[config.mk]
export PLATFORM = sky130hd
export DESIGN_NAME = stepper_pulse_gen
export DESIGN_NICKNAME = d
export VERILOG_FILES = /design/src/rtl/stepper_pkg.sv /design/src/rtl/stepper_axis.sv /design/src/rtl/stepper_pulse_gen.sv
export SDC_FILE = /design/constraint.sdc
export NUM_CORES = 1
export LEC_CHECK = 0
export CAP_MARGIN = 20
export CORE_MARGIN = 2
export CORE_UTILIZATION = 35
export CTS_CLUSTER_SIZE = 30
export DETAILED_ROUTE_END_ITERATION = 10
export GPL_TIMING_DRIVEN = 1
export PLACE_DENSITY_LB_ADDON = 0.08
export SLEW_MARGIN = 0
export SYNTH_ARGS = -nofsm -noshare
export SYNTH_HDL_FRONTEND = slang
export SYNTH_SLANG_ARGS = --single-unit
export TNS_END_PERCENT = 50
[constraint.sdc]
create_clock -name clock -period 6.25 [get_ports clock]
set_input_delay 0.625 -clock clock [delete_from_list [all_inputs] [get_ports clock]]
set_output_delay 0.625 -clock clock [all_outputs]
set_load 0.05 [all_outputs]
[src/rtl/stepper_pkg.sv]
// Shared definitions for the two-axis STEP/DIR pulse generator.
//  - axis_state_t : per-axis state encoding (IDLE, SETUP, PULSE, WAIT)
//  - POS_W        : width of the signed step position
//  - CNT_W        : width of the per-axis tick counter and step period
//  - clamp_period : applies the minimum-period rule to a raw speed value
package stepper_pkg;

    typedef enum logic [1:0] {
        AX_IDLE  = 2'd0,
        AX_SETUP = 2'd1,
        AX_PULSE = 2'd2,
        AX_WAIT  = 2'd3
    } axis_state_t;

    localparam int POS_W = 32;
    localparam int CNT_W = 16;

    // A nonzero period shorter than one high phase plus one equal low phase
    // is stretched to 2*pulse_w ticks; zero passes through and means "stop".
    function automatic logic [CNT_W-1:0] clamp_period(input logic [CNT_W-1:0] raw,
                                                      input int pulse_w);
        logic [CNT_W-1:0] min_p;
        min_p = CNT_W'(2 * pulse_w);
        if ((raw != '0) && (raw < min_p)) begin
            return min_p;
        end
        return raw;
    endfunction

endpackage

[src/rtl/stepper_axis.sv]
// One stepper axis: state machine, tick counter, DIR pin and signed position.
// Everything advances only on cycles where the shared prescaler tick is high.
// Optional feature: STEP_SOFT_LIMIT_EN enables soft-limit suppression of steps
// that would take |pos| beyond POS_LIMIT.
// Ports:
//  clock, ctrl_reset  clock and synchronous active-high reset
//  tick               one-cycle strobe from the prescaler
//  dir_in             requested direction (1 = +)
//  speed_in           requested period in ticks (0 = stop), not yet clamped
//  step, dir          registered STEP / DIR pins
//  pos                signed step count
//  limit              soft limit active
//  active             axis not IDLE (combinational from the state register)
module stepper_axis
    import stepper_pkg::*;
#(
    parameter int PULSE_W   = 5,
    parameter int DIR_SETUP = 2,
    parameter int POS_LIMIT = 20000
) (
    input  logic             clock,
    input  logic             ctrl_reset,
    input  logic             tick,
    input  logic             dir_in,
    input  logic [CNT_W-1:0] speed_in,
    output logic             step,
    output logic             dir,
    output logic [POS_W-1:0] pos,
    output logic             limit,
    output logic             active
);

`ifdef STEP_SOFT_LIMIT_EN
    localparam bit LIMIT_EN = 1'b1;
`else
    localparam bit LIMIT_EN = 1'b0;
`endif

    // Counters hold "ticks remaining minus one", so a phase ends on the tick
    // where the counter reads zero.
    localparam logic [CNT_W-1:0] PULSE_LAST = CNT_W'(PULSE_W - 1);
    localparam logic [CNT_W-1:0] SETUP_LAST = CNT_W'(DIR_SETUP - 1);
    localparam logic [CNT_W-1:0] WAIT_SUB   = CNT_W'(PULSE_W + 1);

    axis_state_t      state_q, state_d;
    logic [CNT_W-1:0] cnt_q, cnt_d;
    logic [CNT_W-1:0] period_q, period_d;
    logic             dir_q, dir_d;
    logic             step_q, step_d;
    logic             limit_q, limit_d;
    logic [POS_W-1:0] pos_q, pos_d;

    logic [CNT_W-1:0] period_eff;
    logic             resample;
    logic             start_pulse;
    logic             over_limit;

    assign period_eff = clamp_period(speed_in, PULSE_W);

    // Taking one more step in the current DIR direction would leave the band.
    assign over_limit = dir_q ? ($signed(pos_q) >= POS_LIMIT)
                              : ($signed(pos_q) <= -POS_LIMIT);

    always_comb begin
        state_d     = state_q;
        cnt_d       = cnt_q;
        period_d    = period_q;
        dir_d       = dir_q;
        step_d      = step_q;
        limit_d     = limit_q;
        pos_d       = pos_q;
        resample    = 1'b0;
        start_pulse = 1'b0;

        if (tick) begin
            case (state_q)
                AX_IDLE: begin
                    resample = 1'b1;
                end
                AX_SETUP: begin
                    if (cnt_q == '0) begin
                        start_pulse = 1'b1;
                    end else begin
                        cnt_d = cnt_q - CNT_W'(1);
                    end
                end
                AX_PULSE: begin
                    if (cnt_q == '0) begin
                        step_d  = 1'b0;
                        state_d = AX_WAIT;
                        cnt_d   = period_q - WAIT_SUB;
                    end else begin
                        cnt_d = cnt_q - CNT_W'(1);
                    end
                end
                AX_WAIT: begin
                    if (cnt_q == '0) begin
                        resample = 1'b1;
                    end else begin
                        cnt_d = cnt_q - CNT_W'(1);
                    end
                end
                default: begin
                    state_d = AX_IDLE;
                end
            endcase
        end

        // Speed and direction are only looked at here, so mid-period writes
        // wait for the next period boundary and DIR never moves under STEP.
        if (resample) begin
            if (period_eff == '0) begin
                state_d = AX_IDLE;
            end else begin
                period_d = period_eff;
                if (dir_in != dir_q) begin
                    dir_d   = dir_in;
                    state_d = AX_SETUP;
                    cnt_d   = SETUP_LAST;
                    limit_d = 1'b0;
                end else begin
                    start_pulse = 1'b1;
                end
            end
        end

        if (start_pulse) begin
            if (LIMIT_EN && over_limit) begin
                // Park in WAIT with an expired counter so every tick re-checks.
                state_d = AX_WAIT;
                cnt_d   = '0;
                limit_d = 1'b1;
            end else begin
                state_d = AX_PULSE;
                cnt_d   = PULSE_LAST;
                step_d  = 1'b1;
                limit_d = 1'b0;
                pos_d   = dir_q ? (pos_q + POS_W'(1)) : (pos_q - POS_W'(1));
            end
        end
    end

    always_ff @(posedge clock) begin
        if (ctrl_reset) begin
            state_q  <= AX_IDLE;
            cnt_q    <= '0;
            period_q <= '0;
            dir_q    <= 1'b0;
            step_q   <= 1'b0;
            limit_q  <= 1'b0;
            pos_q    <= '0;
        end else begin
            state_q  <= state_d;
            cnt_q    <= cnt_d;
            period_q <= period_d;
            dir_q    <= dir_d;
            step_q   <= step_d;
            limit_q  <= limit_d;
            pos_q    <= pos_d;
        end
    end

    assign step   = step_q;
    assign dir    = dir_q;
    assign pos    = pos_q;
    assign limit  = limit_q;
    assign active = (state_q != AX_IDLE);

endmodule

[src/rtl/stepper_pulse_gen.sv]
// Two-axis STEP/DIR pulse generator for the drawing robot. Turns the
// processor's direction/speed registers into driver pin waveforms and keeps a
// signed step position per axis.
// Optional feature: define STEP_SOFT_LIMIT_EN to enable the +/-POS_LIMIT soft
// limit; otherwise x_limit/y_limit stay 0 and positions wrap modulo 2^32.
// Ports:
//  clock, ctrl_reset           clock and synchronous active-high reset
//  step_x_dir, step_y_dir      bit0 = direction (1 = +), other bits ignored
//  step_x_speed, step_y_speed  step period in ticks, low SPEED_W bits, 0 = stop
//  x_step, y_step              registered STEP pins
//  x_dir, y_dir                registered DIR pins
//  x_pos, y_pos                signed step counts
//  x_limit, y_limit            soft limit active
//  busy                        either axis not IDLE
module stepper_pulse_gen
    import stepper_pkg::*;
#(
    parameter int CLK_DIV   = 50,
    parameter int PULSE_W   = 5,
    parameter int DIR_SETUP = 2,
    parameter int SPEED_W   = 16,
    parameter int POS_LIMIT = 20000
) (
    input  logic        clock,
    input  logic        ctrl_reset,
    input  logic [31:0] step_x_dir,
    input  logic [31:0] step_y_dir,
    input  logic [31:0] step_x_speed,
    input  logic [31:0] step_y_speed,
    output logic        x_step,
    output logic        y_step,
    output logic        x_dir,
    output logic        y_dir,
    output logic [31:0] x_pos,
    output logic [31:0] y_pos,
    output logic        x_limit,
    output logic        y_limit,
    output logic        busy
);

    localparam int PRE_W = (CLK_DIV > 1) ? $clog2(CLK_DIV) : 1;
    localparam logic [PRE_W-1:0] PRE_LAST = PRE_W'(CLK_DIV - 1);

    logic [PRE_W-1:0] presc_q, presc_d;
    logic             tick;

    assign tick = (presc_q == PRE_LAST);

    always_comb begin
        presc_d = tick ? '0 : (presc_q + PRE_W'(1));
    end

    always_ff @(posedge clock) begin
        if (ctrl_reset) begin
            presc_q <= '0;
        end else begin
            presc_q <= presc_d;
        end
    end

    // Index 0 = X, index 1 = Y.
    logic [1:0]       dir_req;
    logic [CNT_W-1:0] speed_req [2];
    logic [1:0]       step_w;
    logic [1:0]       dir_w;
    logic [1:0]       limit_w;
    logic [1:0]       active_w;
    logic [POS_W-1:0] pos_w [2];

    assign dir_req      = {step_y_dir[0], step_x_dir[0]};
    assign speed_req[0] = CNT_W'(step_x_speed[SPEED_W-1:0]);
    assign speed_req[1] = CNT_W'(step_y_speed[SPEED_W-1:0]);

    genvar gi;
    generate
        for (gi = 0; gi < 2; gi++) begin : g_axis
            stepper_axis #(
                .PULSE_W   (PULSE_W),
                .DIR_SETUP (DIR_SETUP),
                .POS_LIMIT (POS_LIMIT)
            ) u_axis (
                .clock      (clock),
                .ctrl_reset (ctrl_reset),
                .tick       (tick),
                .dir_in     (dir_req[gi]),
                .speed_in   (speed_req[gi]),
                .step       (step_w[gi]),
                .dir        (dir_w[gi]),
                .pos        (pos_w[gi]),
                .limit      (limit_w[gi]),
                .active     (active_w[gi])
            );
        end
    endgenerate

    assign x_step  = step_w[0];
    assign y_step  = step_w[1];
    assign x_dir   = dir_w[0];
    assign y_dir   = dir_w[1];
    assign x_pos   = pos_w[0];
    assign y_pos   = pos_w[1];
    assign x_limit = limit_w[0];
    assign y_limit = limit_w[1];
    assign busy    = |active_w;

    // Register bits the hardware deliberately ignores.
    logic unused_bits;
    assign unused_bits = ^{step_x_dir[31:1], step_y_dir[31:1], step_x_speed, step_y_speed};

endmodule

==> run summary, run 1 <==
For this design the ratio of total power to cell area is 170.3 nW/µm². The Yosys step of the flow raised 0 warnings. The cell area after synthesis is 9714 µm². Measured along the x axis, the die boundary spans 170.6 µm. TritonCTS built the clock tree. The register bit total from synthesis is 142. After detailed routing, the average wire length per cell comes to 15.43 µm. The cell accounting for the most synthesized area is dfxtp_1.

The required time of the critical path is 6.58 ns. The first-pass GRT wire length came out at 44.42 mm. The maximum number of buffers from clock root to sink came out at 2.

The vertical extent of the die came out at 170.6 µm. The highest cell delay on the worst timing path is 0.73 ns. The transition time of the tightest slew-check pin came out at 0.9741 ns. The floorplan step defined a die boundary enclosing 29100 µm². The average cell area after synthesis came out at 7.722 µm². The finished cells cover 11680 µm². The part of the cycle the worst path needs came out at 0.6768. Timing would allow up to 236.4 MHz.

Summing all multi-input logic gate instances after layout gives 6533 µm². After synthesis, the share of flip-flops with an asynchronous set or reset is 0. The floorplan has 60 rows. The maximum fanout along the worst path is 21. The number of optimization iterations in the first detailed-route pass came out at 5. Clock tree synthesis found a total of 142 sinks.

The detailed router placed 9180 vias in this run. After detailed routing, the number of remaining DRC violations is 0. The sequential cells in the finished layout cover a total of 2843 µm². The slowest stage of the critical path is the o21ai_4 cell. The critical path goes through inv_1 > ha_1 > nor4b_1 > and4_1 > a21oi_1 > nor3_2 > nand2_1 > o21ai_4 > buf_4 > nor2_1 > a211oi_1.

The insertion delay to the later sink of the worst-skew pair is 0.43 ns. The area growth from synthesis to layout came out at 20.23%. The hold violation count in the final report is 0. In this run the worst hold path is classified as reg2reg. The antenna diode count is 0. The share of synthesized area in the top cell type comes to 0.2926.

After detailed routing, the number of vias per cell comes to 5.322. The number of global-route vias before repair came out at 8845. The most used flip-flop cell after synthesis is dfxtp_1. The share of cells above drive strength 1 is 0.04582.

The iteration-0 DRC count of the detailed router came out at 417. Across every metal layer, demand over resource in global routing totals 0.1863. The count of pins over their slew limit was 0. Setup repair after global routing left no endpoint under its margin.

Across the routed clock network, the largest skew measured is 0.01325 ns. The cell family with the largest share of critical-path delay is simple AND/OR/NAND/NOR gates. The final wirelength came out at 26.63 mm.

The distinct cell type count of the synthesized netlist came out at 67. The standby leakage power is 4.706 nW. The HPWL reported at the end of detailed placement is 18.92 mm. Entering global routing, the biggest net connects 70 pins. The post-layout net count is 1548.

The arrival time at the worst endpoint came out at 4.56 ns. The share of the Yosys chip area taken by registers is 0.2926. The minimum clock period after layout is 4.230 ns. The initial utilization of the core area, before any placement, comes to 0.3584. Ranked by total cell area, the synthesized netlist is headed by dfxtp_1, ha_1, a21oi_1, nor2_1, nand2_1. The final setup violation count is 0. TritonCTS created 17 clock buffers. The clock transition time at the flip-flop clock pins of the worst setup and hold paths is 0.06 ns.

The synthesized instance count came out at 1258. The accumulated negative setup slack is 0 ns. The run finished with clean final reports. After filler insertion, the fill cell instance count of the layout stands at 2832. The hold buffer count at cts is 0. The initial antenna violation count came to 0. STA classifies the critical path endpoint as a register. In this run the standard cell core region covers 27100 µm². The cell sitting at the root of the clock tree is a clkbuf_16.

The final weighted congestion of routability-driven global placement is 0.8323. The peak supply drop came out at 0.1295 mV. The H-tree depth came out at 4. The worst relative slew slack came out at 0.3421. STA classifies the critical path startpoint as a register. The number of buffers and inverters on the critical path came out at 2. Buffers placed on the I/O ports in this run total 104.

In this run, post-CTS repair resized a total of 0 instances. The boundary pin count came out at 201. Counting flops with a built-in enable in the synthesized netlist gives 0. The area of placed instances is 11100 µm².

Across the run, the number of max-cap violations was 0. The number of nets with antenna violations after routing is 0. The post-CTS setup buffer count came out at 0. The leftover overflow at the end of global routing came out at 0. The critical path is of the reg2reg type.
## power breakdown
group | switching [mW] | internal, mW
Combinational | 0.0328 | 0.0237
Clock | 0.448 | 0.577
Sequential | 0.00161 | 0.906
## per-stage QoR
step	util	setup slack, ns	hold WS [ns]	power [mW]	instances
after global routing	0.4310	1.421	0.4913	2.063	1725
final	0.4310	2.020	0.4733	1.989	1725
after CTS	0.4310	1.953	0.4786	2.019	1725
after global placement	0.4096	2.038	0.4533	0.9849	1693
after floorplan	-	2.352	0.4337	0.9509	1259
after detailed placement	0.4096	1.982	0.4630	0.9849	1693
## worst reg2reg max path, stage by stage, from the launching register on
cell and delay, ns:
dfxtp_1 0.36, inv_1 0.14, ha_1 0.15, nor4b_1 0.37, and4_1 0.70, a21oi_1 0.20, nor3_2 0.29, nand2_1 0.58
o21ai_4 0.73, buf_4 0.37, nor2_1 0.07, a211oi_1 0.19
## cells by family after synthesis
| family | count (synthesis) | share of synthesized area |
|---|---|---|
| and+or+nand+nor | 467 | 0.2296 |
| AOI/OAI and AO/OA | 376 | 0.2439 |
| DFF | 142 | 0.2926 |
| buffers and inverters | 92 | 0.03761 |
| xor gates and xnor gates | 89 | 0.08024 |
| adders and majority gates | 78 | 0.1020 |
| muxes | 13 | 0.01352 |
| other | 1 | 0.0003860 |
## area by class of cell
type	instances	area share
clock buffer	19	0.03878
clock inverter	13	0.01082
inverter	41	0.01318
multi-input combinational	1025	0.5593
sequential	142	0.2434
tap	372	0.03985
timing repair buffer	113	0.09470
## routing by layer
layer	wire length, µm	GRT usage
met1	13400	0.2537
met2	12230	0.3087
met3	765	0.03100
met4	233	0.04088
met5	0	0
## Yosys cell counts (all sizes together) (6+ instances only)
master,n
xor2,42
nor4,18
a21oi,130
inv,40
nor2b,14
and2,6
a221oi,10
a31oi,15
o22ai,6
ha,76
nand4,10
o211ai,11
dfxtp,142
or3,13
clkbuf,37
mux2i,12
nor3,37
o21ai,69
and4,7
or2,7
xnor2,47
a41oi,6
a22oi,24
buf,14
a21o,28
and3,12
nor2,153
nand2b,18
a211oi,38
nand3,27
nand2,128
## final timing paths
check                                 start                      end  slack, ns  cells after the start
setup reg to reg  g_axis[0].u_axis.cnt_q[0]  g_axis[0].u_axis.pos[2]       2.02                     11
hold / removal                   presc_q[0]               presc_q[0]       0.47                      1
setup / recovery  g_axis[0].u_axis.cnt_q[0]  g_axis[0].u_axis.pos[2]       2.02                     11
hold reg to reg                  presc_q[0]               presc_q[0]       0.47                      1
## state kept, by name, indices dropped and copies added, names as in the netlist
name and flops:
g_axis.u_axis.step 2, g_axis.u_axis.dir 2, presc_q 6, g_axis.u_axis.state_q 4, g_axis.u_axis.cnt_q 32, g_axis.u_axis.period_q 32, g_axis.u_axis.pos 64
## layout by cell type (no fill, tap or decap), drive strengths merged, types with 11 or more instances in the layout
master         Yosys  routed
and3              12      12
clkdlybuf4s50      0     103
or3               13      13
nor2             153     153
nor2b             14      14
a21oi            130     130
a21o              28      28
nand2            128     128
clkbuf            37      19
nand3             27      27
a31oi             15      15
mux2i             12      12
a211oi            38      38
nor4              18      18
o21ai             69      69
inv               40      46
o211ai            11      11
nor3              37      37
ha                76      76
dfxtp            142     142
xor2              42      42
a22oi             24      24
xnor2             47      47
nand2b            18      18
Power figures use the tool's default switching activity.
==> run 2, diff against run 1 <==
clock period = 3.53 ns   (was 6.25 ns; I/O delays follow)
==> run 2 against run 1 <==
Combinational power increased by 81%. Utilization up 1.4 points. Critical endpoint is now g_axis[1].u_axis.pos[31]. Sequential cell count unchanged. Hold slack worse by 0.0092 ns. Critical path depth grew 1. First-iteration DRC count rose by 25%. Clock skew rose by 0.00055 ns. Count of clock-buffer cells in the layout is the same. Sequential power is 77% higher. Register-to-register slack worse by 1.8 ns. Maximum frequency grew 29%. Sequential share of layout area down 0.68 points.
==> run summary, run 2 (synthesized netlist as in run 1, its figures left out) <==
The maximum number of buffers from clock root to sink came out at 2 (unchanged). The width of the die is 170.6 µm (unchanged). The total design power is 3.438 mW (+73%).

The vertical extent of the die is 170.6 µm (unchanged). The flip-flop count of the largest register after layout came out at 64 (unchanged). The number of optimization iterations in the first detailed-route pass came out at 5 (unchanged). The number of buffers and inverters on the critical path came out at 2 (unchanged). The power per unit of standard cell area came to 285.3 nW/µm² (+68%). The start-to-end type of the worst setup path is reg2reg. The hold buffer count at cts is 0 (unchanged). The post-layout net count is 1586 (+2.5%).

The highest achievable clock rate was 304.4 MHz (+29%). The run finished with clean final reports. The accumulated negative setup slack came to 0 ns (unchanged).

Setup repair after global routing left no endpoint under its margin. The leftover overflow at the end of global routing came to 0 (unchanged). The total routing usage reported by global routing was 0.1884 (+0.002105). The maximum fanout along the worst path is 9 (-57%). The part of the cycle the worst path needs was 0.9305 (+0.2537). The max-cap check violation count came to 0 (unchanged).

The post-place setup slack came out at 0.05633 ns (-1.925 ns). The tightest hold margin is 0.4642 ns (-0.009161 ns). The worst path setup slack after routing was 0.2453 ns (-1.775 ns).

The boundary pin count came out at 201 (unchanged). The critical path goes through clkinvlp_4 > buf_4 > ha_1 > a21o_1 > a21oi_1 > o211ai_1 > a21oi_1 > a31oi_1 > and4_1 > or4_1 > nand4_1 > mux2_1. The count of buffers from port buffering is 104 (unchanged).

The worst reg2reg path depth is 12 (+1). The fill cell total of the finished layout is 2819 (-0.46%). The antenna diode count came out at 0 (unchanged). The average vias per placed instance came out at 5.275 (-0.88%).

The final setup violation count is 0 (unchanged). The CTS tree is done. The core region area came to 27100 µm² (unchanged). The cell that appears most often on the critical path is a21oi_1. The mean routed wirelength per cell came out at 15.28 µm (-1.0%). The row count came out at 60 (unchanged). The starting utilization of the core area is 0.3584 (unchanged). Broken down by cell family, the worst path's largest delay share belongs to compound AO/OA/AOI/OAI gates. The final wirelength is 26.93 mm (+1.2%).

The type of the worst min-delay path is reg2reg. The number of global-route vias before repair is 9040 (+2.2%). The total stage count of the critical path came out at 12 (+1).

In the layout the commonest cells are nor2_1, dfxtp_1, a21oi_1. The count of pins over their slew limit came out at 0 (unchanged). The worst-case clock skew is 0.01380 ns (+0.0005515 ns). The root buffer cell chosen for the clock tree is clkbuf_16. The final weighted congestion of routability-driven global placement came to 0.8505 (+2.2%). The arrival time at the worst endpoint came out at 3.60 ns (-0.96 ns). The peak supply drop came out at 0.3024 mV (+130%). The transition time of the tightest slew-check pin is 0.8405 ns (-0.1335 ns). The worst setup path is captured at a register. The first-pass GRT wire length came out at 44.93 mm (+1.1%).

The iteration-0 DRC count of the detailed router was 520 (+25%). The commonest non-fill, non-tap cell in the layout is nor2_1. The HPWL reported at the end of detailed placement came to 19.47 mm (+2.9%). The number of nets with antenna violations after routing is 0 (unchanged). The total CTS buffers is 17 (unchanged). The H-tree depth is 4 (unchanged).

The share of cells above drive strength 1 is 0.07764 (+0.03182). The largest net degree at the start of global routing is 112 (+60%). The standby leakage power was 4.895 nW (+4.0%). The highest cell delay on the worst timing path is 0.46 ns (-0.27 ns). The clock transition time at the flip-flop clock pins of the worst setup and hold paths came out at 0.06 ns (about the same). The worst hold path cell count came out at 1 (unchanged). The number of remaining DRC errors is 0 (unchanged). The area of the die came out at 29100 µm² (unchanged). The insertion delay to the later sink of the worst-skew pair came to 0.43 ns (about the same).

The number of clock sinks was 142 (unchanged). The hold violation count in the final report came out at 0 (unchanged). The minimum clock period after layout was 3.285 ns (-0.9454 ns). The via count is 9300 (+1.3%).

Relative to the synthesized area, the layout overhead comes to 24.03%. The required time of the critical path was 3.84 ns (-2.74 ns). The worst relative slew slack was 0.4376 (+0.09544). The worst setup path is launched from a register. The slowest stage of the critical path belongs to the cell or4_1. The initial antenna violation count is 0 (unchanged).
[run 2: cell types whose count changed in the layout (fill, tap and decap cells not counted), sizes merged]
cell and delta:
buf +38, inv -4, clkinv +3, clkinvlp +2, bufinv -1
[run 2: area by class of cell]
class                   count  area [µm²]  area share
clock buffers              19       442.9     0.03676
clock inverters            13       105.1    0.008723
inverters                  41       161.4     0.01340
multi-input cells        1025        6579      0.5460
flip-flops and latches    142        2850      0.2366
well taps                 372       465.4     0.03863
repair buffers            151        1445      0.1199
[run 2: timing repair]
item | in CTS | in global routing
endpoints found under the setup margin | 0 | 12
buffers inserted | 0 | 4
resized for setup | 0 | 11
hold endpoints to repair | 0 | 0
[run 2: stage by stage]
stage / utilization / cells / cell area (µm²)
2_1_floorplan: - / 1259 / 9741
4_1_cts: 0.4412 / 1758 / 11960
6_report: 0.4446 / 1763 / 12050
5_1_grt: 0.4446 / 1763 / 12050
3_3_place_gp: 0.4210 / 1726 / 11410
3_5_place_dp: 0.4210 / 1726 / 11410
[run 2: report_power, final]
group | leakage (nW) | internal, mW | switching, mW
sequential | 1.15 | 1.60 | 0.00276
combinational | 3.49 | 0.0443 | 0.0580
clock | 0.257 | 0.929 | 0.801
total | 4.90 | 2.58 | 0.862
[run 2: worst paths after layout]
path | startpoint | end | slack, ns
max | g_axis[1].u_axis.dir | g_axis[1].u_axis.pos[31] | 0.25
max reg2reg | g_axis[1].u_axis.dir | g_axis[1].u_axis.pos[31] | 0.25
min reg2reg | presc_q[0] | presc_q[0] | 0.46
min | presc_q[0] | presc_q[0] | 0.46
[run 2: layer usage]
metal / routed length (µm) / GRT usage / up-vias
li1: - / - / 4811
met1: 13780 / 0.2606 / 4339
met2: 12060 / 0.3066 / 125
met3: 798 / 0.03331 / 25
met4: 296 / 0.03939 / 0
met5: 0 / 0 / -
==> run 3, diff against run 2 <==
CTS_BUF_LIST = sky130_fd_sc_hd__clkbuf_4   (was not set)
==> run 3 against run 2 <==
Sequential share of layout area is 0.61 points higher. Clock power is 43% lower. Combinational power hardly changed. Count of clock-buffer cells in the layout is 1 lower. Hold slack worse by 0.10 ns. Non-clock buffer count stayed put. Critical path type unchanged.
==> run summary, run 3 (synthesized netlist as in run 1, its figures left out) <==
The run finished with clean final reports. The vertical extent of the die came out at 170.6 µm (unchanged). Relative to the synthesized area, the layout overhead comes to 20.93%. The worst-path cell with the longest stage delay is or4_1. The sequential fraction of design power came to 0.595 (+0.128). The area of the die is 29100 µm² (unchanged). The number of nets with antenna violations after routing came to 0 (unchanged). The final wirelength came to 26.76 mm (-0.63%). The number of standard cells in the layout, taps in and fillers out is 1764 (+0.057%). The iteration-0 DRC count of the detailed router came out at 565 (+8.7%). The H-tree depth is 4 (unchanged). The count of pins over their slew limit is 0 (unchanged). The post-layout net count is 1586 (unchanged). The clock share of power is 0.367 (-0.136). The first-pass GRT wire length is 44.62 mm (-0.71%). The CTS tree is done. The tree is rooted in a clkbuf_4. The minimum clock period after layout came to 3.289 ns (+0.003989 ns). The total routing usage reported by global routing was 0.1868 (-0.001576). The power per unit of standard cell area came out at 229.8 nW/µm² (-19%). The part of the cycle the worst path needs came out at 0.9316 (+0.001130). The arrival time at the worst endpoint came out at 3.71 ns (+0.11 ns).

In this design, the largest share of critical-path delay is due to compound AO/OA/AOI/OAI gates. The commonest non-fill, non-tap cell in the layout is nor2_1. The transition time of the tightest slew-check pin is 0.8169 ns (-0.02362 ns). The number of optimization iterations in the first detailed-route pass is 5 (unchanged).

The signal on the critical path passes through clkinvlp_4 > buf_4 > ha_1 > a21o_1 > a21oi_1 > o211ai_1 > a21oi_1 > a31oi_1 > and4_1 > or4_1 > nand4_1 > mux2_1. The number of clock sinks is 142 (unchanged). The count of buffers from port buffering came out at 104 (unchanged).

The worst-case clock skew is 0.03186 ns (+0.01806 ns). The share of cells above drive strength 1 is 0.07764 (unchanged). The hold violation count in the final report is 0 (unchanged). The net switching power is 0.7560 mW (-12%). The proportion of total power due to net switching is 0.2801 (+0.02937). The required time of the critical path came out at 3.95 ns (+0.11 ns). The HPWL reported at the end of detailed placement came out at 19.47 mm (unchanged). The number of global-route vias before repair came out at 9000 (-0.44%). The flip-flop count of the largest register after layout is 64 (unchanged).

The row count is 60 (unchanged). The maximum fanout along the worst path came out at 9 (unchanged). The slack of the worst reg-to-reg path is 0.24 ns (about the same). The accumulated negative setup slack is 0 ns (unchanged). The fill cell total of the finished layout came out at 2860 (+1.5%).

The peak supply drop came to 0.1853 mV (-39%). STA classifies the critical path startpoint as a register. The logic gate share of total power came out at 0.038 (+0.008). The final weighted congestion of routability-driven global placement is 0.8505 (unchanged). The average vias per placed instance came out at 5.270 (about the same). The number of buffers and inverters on the critical path came out at 2 (unchanged). The tightest hold margin came out at 0.3640 ns (-0.1002 ns). The highest achievable clock rate is 304.1 MHz (-0.12%). The core region area is 27100 µm² (unchanged).

The number of cells in the design after placement came out at 1726 (unchanged). The starting utilization of the core area is 0.3584 (unchanged). The initial antenna violation count is 1 (+1). By instance count, the cell type seen most on the critical path is a21oi_1.

The type of the worst min-delay path is in2reg. The clock transition time at the flip-flop clock pins of the worst setup and hold paths was 0.14 ns (+0.08 ns). The share of the core filled with cells was 0.4335 (-0.01113).

Setup repair after global routing could not meet its margin everywhere. The leftover overflow at the end of global routing is 0 (unchanged). The width of the die is 170.6 µm (unchanged). The maximum number of buffers from clock root to sink came to 2 (unchanged). The total CTS buffers is 17 (unchanged). The highest cell delay on the worst timing path came out at 0.46 ns (about the same). The number of remaining DRC errors was 0 (unchanged). The final setup violation count is 0 (unchanged). The largest net degree at the start of global routing was 112 (unchanged).

The internal power contribution was 1.943 mW (-25%). The insertion delay to the later sink of the worst-skew pair is 0.55 ns (+0.12 ns). The via count is 9296 (-0.043%).

The worst relative slew slack came out at 0.4534 (+0.01580). The mean routed wirelength per cell came out at 15.17 µm (-0.69%). The worst setup path is captured at a register. The start-to-end type of the worst setup path is reg2reg.

In the layout the commonest cells are nor2_1, dfxtp_1, a21oi_1. The boundary pin count was 201 (unchanged). The standby leakage power is 4.762 nW (-2.7%).

The max-cap check violation count is 0 (unchanged).
-- run 3: repair_timing --
item / in CTS / in global routing
endpoints found under the setup margin: 0 / 12
endpoints found under the hold margin: 0 / 0
resized for setup: 0 / 11
hold buffers: 0 / 0
setup buffers: 0 / 4
-- run 3: final cells by class --
type                    instances  area (µm²)  area share
flip-flops and latches        142        2850      0.2426
diodes                          1       2.502   0.0002130
clock inverters                14       108.9    0.009266
clock buffers                  18       135.1     0.01150
inverters                      41       161.4     0.01374
repair buffers                151        1445      0.1230
multi-input cells            1025        6579      0.5600
well taps                     372       465.4     0.03962
-- run 3: tightest hold or removal path, delay by kind of cell --
kind / cells / cell delay, ns
buffers and inverters: 2 / 0.38
AND/OR/NAND/NOR: 1 / 0.14
-- run 3: power by group through the flow --
stage	clock [mW]	sequential [mW]	combinational (mW)
finish	0.990	1.61	0.102
global route	1.10	1.61	0.110
CTS	1.04	1.61	0.103
detailed placement	0	1.64	0.103
global placement	0	1.64	0.103
floorplan	0	1.64	0.0406
-- run 3: worst paths after layout --
| path | start | endpoint | cells past startpoint |
|---|---|---|---|
| worst max-delay path | g_axis[1].u_axis.dir | g_axis[1].u_axis.pos[31] | 12 |
| worst min-delay path | ctrl_reset | g_axis[1].u_axis.pos[0] | 3 |
| worst max register to register | g_axis[1].u_axis.dir | g_axis[1].u_axis.pos[31] | 12 |
| worst min register to register | presc_q[0] | presc_q[0] | 1 |
-- run 3: per-stage QoR --
stage | instance area (µm²) | total power [mW] | setup WS (ns)
after CTS | 11650 | 2.751 | 0.03396
after floorplan | 9741 | 1.682 | 0.004634
after global routing | 11750 | 2.815 | -0.003268
after detailed placement | 11410 | 1.745 | 0.05633
after global placement | 11410 | 1.745 | 0.06163
final | 11750 | 2.699 | 0.2414
-- run 3: routing by layer --
layer	track usage	part of all wire	up-vias
met5	0	0	-
met4	0.03493	0.0087	0
met3	0.03331	0.032	15
met2	0.3043	0.45	135
met1	0.2596	0.51	4337
li1	-	-	4809
